$ cat src/rtl/kb_event_queue_if.sv
// kb_event_queue_if: PS/2 receiver handshake plus event FIFO head/consumer handshake
interface kb_event_queue_if;
  logic [7:0] kb_data;
  logic       kb_ready;
  logic       kb_overflow;
  logic       nextdata_n;
  logic [7:0] ev_code;
  logic       ev_ext;
  logic       ev_valid;
  logic       ev_ready;
  modport master (
    output kb_data, kb_ready, kb_overflow, ev_ready,
    input  nextdata_n, ev_code, ev_ext, ev_valid
  );
  modport slave (
    input  kb_data, kb_ready, kb_overflow, ev_ready,
    output nextdata_n, ev_code, ev_ext, ev_valid
  );
endinterface

$ cat src/rtl/kb_event_queue.sv
// kb_event_queue: PS/2 scan-code decoder with modifier tracking and a FWFT event FIFO
module kb_event_queue #(
  parameter int CNT_W = 8,
  parameter int DEPTH = 4
) (
  input  logic                   clk,
  input  logic                   clrn,
  kb_event_queue_if.slave        bus,
  output logic [$clog2(DEPTH):0] fifo_count,
  output logic                   ctrl,
  output logic                   shift,
  output logic                   alt,
  output logic                   caps,
  output logic                   held,
  output logic [CNT_W-1:0]       press_cnt,
  output logic                   ev_lost
);
  localparam int AW = $clog2(DEPTH);
  typedef enum logic [1:0] {IDLE, E0, F0, E0F0} st_t;
  st_t st_q, st_d;
  logic nd_q, consume, byte_ok, ext, mk, brk, rep, new_mk, brk_held;
  logic is_ctrl, is_shift, is_alt, is_caps, full, pop, push_ok;
  logic ctrl_d, shift_d, alt_d, caps_d, held_d, lost_d;
  logic ctrl_q, shift_q, alt_q, caps_q, held_q, lost_q;
  logic [7:0] hkey_q;
  logic [CNT_W-1:0] press_q, press_d;
  logic [AW-1:0] rd_q, wr_q;
  logic [AW:0] cnt_q, cnt_d;
  logic [8:0] mem [DEPTH];
  // Gating with clrn keeps the strobe high throughout reset regardless of kb_ready
  assign consume = clrn && bus.kb_ready && nd_q;
  assign bus.nextdata_n = !consume;
  always_ff @(posedge clk or negedge clrn)
    if (!clrn) st_q <= IDLE;
    else st_q <= st_d;
  always_comb begin
    st_d = st_q;
    if (bus.kb_overflow) st_d = IDLE;
    else if (consume)
      st_d = bus.kb_data == 8'hE0 ? E0 :
             bus.kb_data == 8'hF0 ? ((st_q == E0 || st_q == E0F0) ? E0F0 : F0) : IDLE;
  end
  always_comb begin
    byte_ok = consume && !bus.kb_overflow && bus.kb_data != 8'hE0 && bus.kb_data != 8'hF0;
    ext = st_q == E0 || st_q == E0F0;
    mk = byte_ok && (st_q == IDLE || st_q == E0);
    brk = byte_ok && (st_q == F0 || st_q == E0F0);
  end
  // Held-key matching is on scan code only, so a bare repeat of an E0 key's code counts as typematic
  assign rep      = mk && held_q && bus.kb_data == hkey_q;
  assign new_mk   = mk && !rep;
  assign brk_held = brk && bus.kb_data == hkey_q;
  assign is_ctrl  = bus.kb_data == 8'h14;
  assign is_shift = !ext && (bus.kb_data == 8'h12 || bus.kb_data == 8'h59);
  assign is_alt   = bus.kb_data == 8'h11;
  assign is_caps  = !ext && bus.kb_data == 8'h58;
  assign ctrl_d   = new_mk && is_ctrl ? 1'b1 : brk && is_ctrl ? 1'b0 : ctrl_q;
  assign shift_d  = new_mk && is_shift ? 1'b1 : brk && is_shift ? 1'b0 : shift_q;
  assign alt_d    = new_mk && is_alt ? 1'b1 : brk && is_alt ? 1'b0 : alt_q;
  assign caps_d   = caps_q ^ (new_mk && is_caps);
  assign held_d   = new_mk ? 1'b1 : brk_held ? 1'b0 : held_q;
  assign press_d  = press_q + CNT_W'(new_mk);
  assign full     = cnt_q == (AW+1)'(DEPTH);
  assign pop      = cnt_q != '0 && bus.ev_ready;
  assign push_ok  = new_mk && (!full || pop);
  assign lost_d   = lost_q || bus.kb_overflow || (new_mk && full && !pop);
  assign cnt_d    = cnt_q + (AW+1)'(push_ok) - (AW+1)'(pop);
  always_ff @(posedge clk or negedge clrn)
    if (!clrn) begin
      nd_q    <= 1'b1;
      ctrl_q  <= 1'b0;
      shift_q <= 1'b0;
      alt_q   <= 1'b0;
      caps_q  <= 1'b0;
      held_q  <= 1'b0;
      lost_q  <= 1'b0;
      hkey_q  <= '0;
      press_q <= '0;
      rd_q    <= '0;
      wr_q    <= '0;
      cnt_q   <= '0;
    end else begin
      nd_q    <= bus.nextdata_n;
      ctrl_q  <= ctrl_d;
      shift_q <= shift_d;
      alt_q   <= alt_d;
      caps_q  <= caps_d;
      held_q  <= held_d;
      lost_q  <= lost_d;
      hkey_q  <= new_mk ? bus.kb_data : hkey_q;
      press_q <= press_d;
      rd_q    <= rd_q + AW'(pop);
      wr_q    <= wr_q + AW'(push_ok);
      cnt_q   <= cnt_d;
    end
  always_ff @(posedge clk)
    if (push_ok) mem[wr_q] <= {ext, bus.kb_data};
  assign bus.ev_valid = cnt_q != '0;
  assign {bus.ev_ext, bus.ev_code} = bus.ev_valid ? mem[rd_q] : 9'h0;
  assign fifo_count = cnt_q;
  assign ctrl       = ctrl_q;
  assign shift      = shift_q;
  assign alt        = alt_q;
  assign caps       = caps_q;
  assign held       = held_q;
  assign press_cnt  = press_q;
  assign ev_lost    = lost_q;
endmodule

$ cat src/flat_wrapper.sv
// flat-port wrapper written by rule: the top's interface ports become plain ports
module kb_event_queue_flat 
#(
  parameter int CNT_W = 8,
  parameter int DEPTH = 4
)
  (clk, clrn, fifo_count, ctrl, shift, alt, caps, held, press_cnt, ev_lost, bus_kb_data, bus_kb_ready, bus_kb_overflow, bus_ev_ready, bus_nextdata_n, bus_ev_code, bus_ev_ext, bus_ev_valid);
  kb_event_queue_if bus_i ();
  input  logic clk;
  input  logic clrn;
  output logic [$clog2(DEPTH):0] fifo_count;
  output logic ctrl;
  output logic shift;
  output logic alt;
  output logic caps;
  output logic held;
  output logic [CNT_W-1:0] press_cnt;
  output logic ev_lost;
  input wire logic [$bits(bus_i.kb_data)-1:0] bus_kb_data;
  input wire logic [$bits(bus_i.kb_ready)-1:0] bus_kb_ready;
  input wire logic [$bits(bus_i.kb_overflow)-1:0] bus_kb_overflow;
  input wire logic [$bits(bus_i.ev_ready)-1:0] bus_ev_ready;
  output wire logic [$bits(bus_i.nextdata_n)-1:0] bus_nextdata_n;
  output wire logic [$bits(bus_i.ev_code)-1:0] bus_ev_code;
  output wire logic [$bits(bus_i.ev_ext)-1:0] bus_ev_ext;
  output wire logic [$bits(bus_i.ev_valid)-1:0] bus_ev_valid;
  assign bus_i.kb_data = bus_kb_data;
  assign bus_i.kb_ready = bus_kb_ready;
  assign bus_i.kb_overflow = bus_kb_overflow;
  assign bus_i.ev_ready = bus_ev_ready;
  assign bus_nextdata_n = bus_i.nextdata_n;
  assign bus_ev_code = bus_i.ev_code;
  assign bus_ev_ext = bus_i.ev_ext;
  assign bus_ev_valid = bus_i.ev_valid;
  kb_event_queue #(.CNT_W(CNT_W), .DEPTH(DEPTH)) u_core (.clk(clk), .clrn(clrn), .bus(bus_i), .fifo_count(fifo_count), .ctrl(ctrl), .shift(shift), .alt(alt), .caps(caps), .held(held), .press_cnt(press_cnt), .ev_lost(ev_lost));
endmodule
$ cat config.mk
export PLATFORM = sky130hd
export DESIGN_NAME = kb_event_queue_flat
export DESIGN_NICKNAME = d
export VERILOG_FILES = /design/src/rtl/kb_event_queue_if.sv /design/src/rtl/kb_event_queue.sv /design/src/flat_wrapper.sv
export SDC_FILE = /design/constraint.sdc
export NUM_CORES = 1
export LEC_CHECK = 0
export BUFFER_PORTS_ARGS = -buffer_cell sky130_fd_sc_hd__buf_4
export CORE_ASPECT_RATIO = 0.6
export CORE_UTILIZATION = 45
export DETAILED_ROUTE_END_ITERATION = 12
export GPL_ROUTABILITY_DRIVEN = 0
export GPL_TIMING_DRIVEN = 0
export HOLD_SLACK_MARGIN = 0.1
export MAX_ROUTING_LAYER = met4
export PLACE_DENSITY = 0.77
export SLEW_MARGIN = 20
export SYNTH_ARGS = -nofsm -noshare
export SYNTH_HDL_FRONTEND = slang
export SYNTH_SLANG_ARGS = --single-unit
export TNS_END_PERCENT = 1
$ cat constraint.sdc
create_clock -name clk -period 2.98 [get_ports clk]
set_clock_uncertainty 0.05 [all_clocks]
set_input_delay 0.596 -clock clk [delete_from_list [all_inputs] [get_ports clk]]
set_output_delay 0.596 -clock clk [all_outputs]
set_load 0.03 [all_outputs]
==> summary.txt <==
Status
  • Status: completed

Pwr
  • P_sw: 1.03 mW
  • Power share of the combinational group: 35.8%
  • VDD IR max: 0.000675 V
  • Int Pwr: 1.98 mW
  • Power per cell area: 827 nW/um^2
  • Switching part of the total: 34.1%
  • Leakage: 1.48 nW
  • Clock network power share: 23.0%
  • Seq pwr share: 41.2%

Place
  • Dpl cell area: 3410 sq um
  • Post-DP HPWL: 3.65 mm
  • I/O Buffers: 40
  • Pre-CTS WS: -0.499 ns

Clock tree
  • Hold buffers post-CTS: 0
  • Clk slew on worst S/H paths: 0.07 ns
  • Clk root buf: clkbuf_8
  • Clock buffer count from CTS: 9
  • Clock latency on the worst-skew pair: 0.33 ns
  • CTS tree: done
  • Max Buffers Root-to-Sink: 2
  • Clk sink count: 68
  • H-tree depth: 3

Setup path
  • Crit. End Element: flip-flop
  • Setup CP Type: primary input to flip-flop
  • CP max-delay cell: nor3b_4
  • CP Max Fanout: 33
  • Crit-path cells: buf_4 -> nand3_2 -> a311oi_4 -> and2_4 -> buf_12 -> nand3b_4 -> nor3b_4
  • CP Launch Type: primary input
  • Worst Path Required: 2.90 ns
  • Delay-heaviest family, CP: simple AND/OR/NAND/NOR gates
  • CP bufs+invs: 2
  • Critical path depth: 7
  • Worst Path Arrival: 2.65 ns
  • CP peak stage delay: 0.48 ns
  • Worst r2r path cells: 7

Routing
  • DR vias/cell: 5.08
  • Post-DR wirelength/cell: 16.2 microns
  • Via count: 1667
  • Total wire length: 5.31 mm
  • DRC viols: 0
  • Routed Antenna Nets: 0
  • Drt initial violations: 57
  • Total iterations of the first detailed-routing run: 4

Timing
  • Worst slew margin: 42.2%
  • Slew @ Worst Pin: 0.855 ns
  • Setup ws final: 0.246 ns
  • Tmin final: 2.73 ns
  • Fin Hold WS: 0.144 ns
  • F_max: 0.366 GHz
  • Part of the cycle the worst path needs: 91.7%
  • Final setup TNS: 0 ns
  • Final setup fails: 0
  • Fin. Hold Viols: 0
  • Final Max Tran Viols: 0
  • RSZ-0062 raised after global routing: no

Synthesis
  • Post-synth design cell area: 3000 sq um
  • Post-Synthesis Cells: 187
  • Number of synthesized register bits: 68
  • Top area cells in the synthesized netlist: edfxtp_1, dfrtp_1, mux4_2
  • Syn avg cell area: 16.0 sq um
  • Synth unique cells: 41
  • Yosys warnings: 0
  • Asr flop ratio synth: 47.1%
  • Ys flop type: edfxtp_1
  • Area leader, netlist: edfxtp_1
  • EDFF count, synth: 36
  • Sequential element share of the synthesized area: 62.8%
  • Share of the synthesized area in the top cell type: 36.1%
  • Syn_nets: 207

Floorplanning
  • Ports: 41
  • Std-Cell Rows: 22
  • Chip width: 107 microns
  • CORE AREA: 6280 sq um
  • Initial Utilization: 47.7%
  • Die area: 7000 sq um
  • Die Ht: 65.2 microns

Global routing
  • Global Route Usage Sum: 18.2%
  • Grt ovf: 0
  • Initial antenna violation count: 0
  • Pin count of the biggest net entering global routing: 34
  • First-pass GRT wire length: 8.89 mm
  • Vias in the first global route: 1713

Run
  • Max Cap Viol: 0

Worst hold path
  • Path type of the worst min-delay path: primary input to asynchronous set/reset pin

Layout
  • N_diodes: 0
  • NumNets Final: 259
  • Design Area, Final: 3640 sq um
  • Area Growth Syn to Fin: 21.5%
  • Layout cells sized above 1: 34.8%
[synthesized netlist by cell type, types with 2 or more instances]
master and count:
nor2_1 7, nand3_1 5, inv_1 8, and4b_1 2, mux2_4 8, ha_1 6, nand2_1 4, clkbuf_1 3
nor3_1 3, mux4_2 9, and2_4 2, dfrtp_1 31, a21oi_1 4, nor2b_1 11, nand4_1 3, nor3b_2 2
edfxtp_1 36, nor4_1 2, xor2_1 11, xnor2_1 8, mux2i_1 2
[layout make-up]
class | count | area [sq um]
plain buffers | 6 | 41.3
clock buffers | 12 | 135
clock inverters | 4 | 41.3
fillers | 511 | 2640
inverters | 8 | 30.0
multi-input cells | 105 | 1080
flip-flops and latches | 68 | 1880
well taps | 84 | 105
repair buffers | 41 | 320
[cells by family (layout without fill, tap and decap cells)]
logic type	after synthesis	in the layout	share of synthesized area [%]
fa+ha+maj	7	7	3.17
compound gates	8	8	1.96
flops	68	68	62.8
buf+inv	14	71	2.38
mux	19	19	11.4
simple gates	52	52	12.7
xor+xnor	19	19	5.55
[stage by stage]
stage	utilization [%]	total power, mW	std cells
2_1_floorplan	-	1.98	187
3_3_place_gp	54.3	2.30	311
3_5_place_dp	54.3	2.32	311
4_1_cts	57.4	3.04	327
5_1_grt	58.0	3.17	328
6_report	58.0	3.01	328
[cells in the final DEF (no fill, tap or decap), types with 2 or more instances in the layout]
master	instances
mux2i_1	2
nand4_1	3
nor2b_1	11
inv_1	8
dfrtp_1	31
xor2_1	11
and4b_1	2
nand3_1	4
a21oi_1	4
nor3b_4	2
xnor2_1	8
nor4_1	2
clkbuf_1	6
mux2_4	8
clkinv_1	3
ha_1	6
and2_4	2
buf_12	2
buf_4	40
clkbuf_8	9
edfxtp_1	36
nand2_1	4
nor2_1	6
mux4_2	9
nor3_1	2
[metal layers]
layer	wire length (microns)	vias up	global-route usage (%)
met4	14	0	6.68
met2	2270	41	25.3
met3	318	4	5.36
li1	-	796	-
met5	0	-	-
met1	2710	826	25.6
[path summary, 6_finish.rpt]
check,start,to,slack [ns]
max,clrn,u_core.mem[1][4],0.25
min,clrn,u_core.alt,0.14
max reg2reg,u_core.fifo_count[1],u_core.fifo_count[2],0.35
min reg2reg,u_core.ev_lost,u_core.ev_lost,0.43
max in group asynchronous,clrn,u_core.nd_q,2.40
min in group clk,bus_kb_overflow,u_core.st_q[1],0.42
[repair_timing]
item,in CTS,in global routing
setup buffers,0,1
gates resized for setup,4,2
hold endpoints to repair,0,0
endpoints found under the setup margin,36,39
pin swaps,0,2
[power by group through the flow]
stage          sequential [mW]  combinational [mW]  clock, mW
4_1_cts                   1.24                1.09      0.709
2_1_floorplan             1.33               0.644          0
3_5_place_dp              1.25                1.08          0
6_report                  1.24                1.08      0.693
5_1_grt                   1.26                1.16      0.752
3_3_place_gp              1.24                1.06          0
[sequential cells by signal (all words and copies together), names as in the netlist]
| name | flops |
|---|---|
| u_core.shift | 1 |
| u_core.fifo_count | 3 |
| u_core.alt | 1 |
| u_core.press_cnt | 8 |
| u_core.rd_q | 2 |
| u_core.held | 1 |
| u_core.mem | 36 |
| u_core.ev_lost | 1 |
| u_core.ctrl | 1 |
| u_core.hkey_q | 8 |
| u_core.st_q | 2 |
| u_core.wr_q | 2 |
| u_core.caps | 1 |
| u_core.nd_q | 1 |
Power figures use the tool's default switching activity.
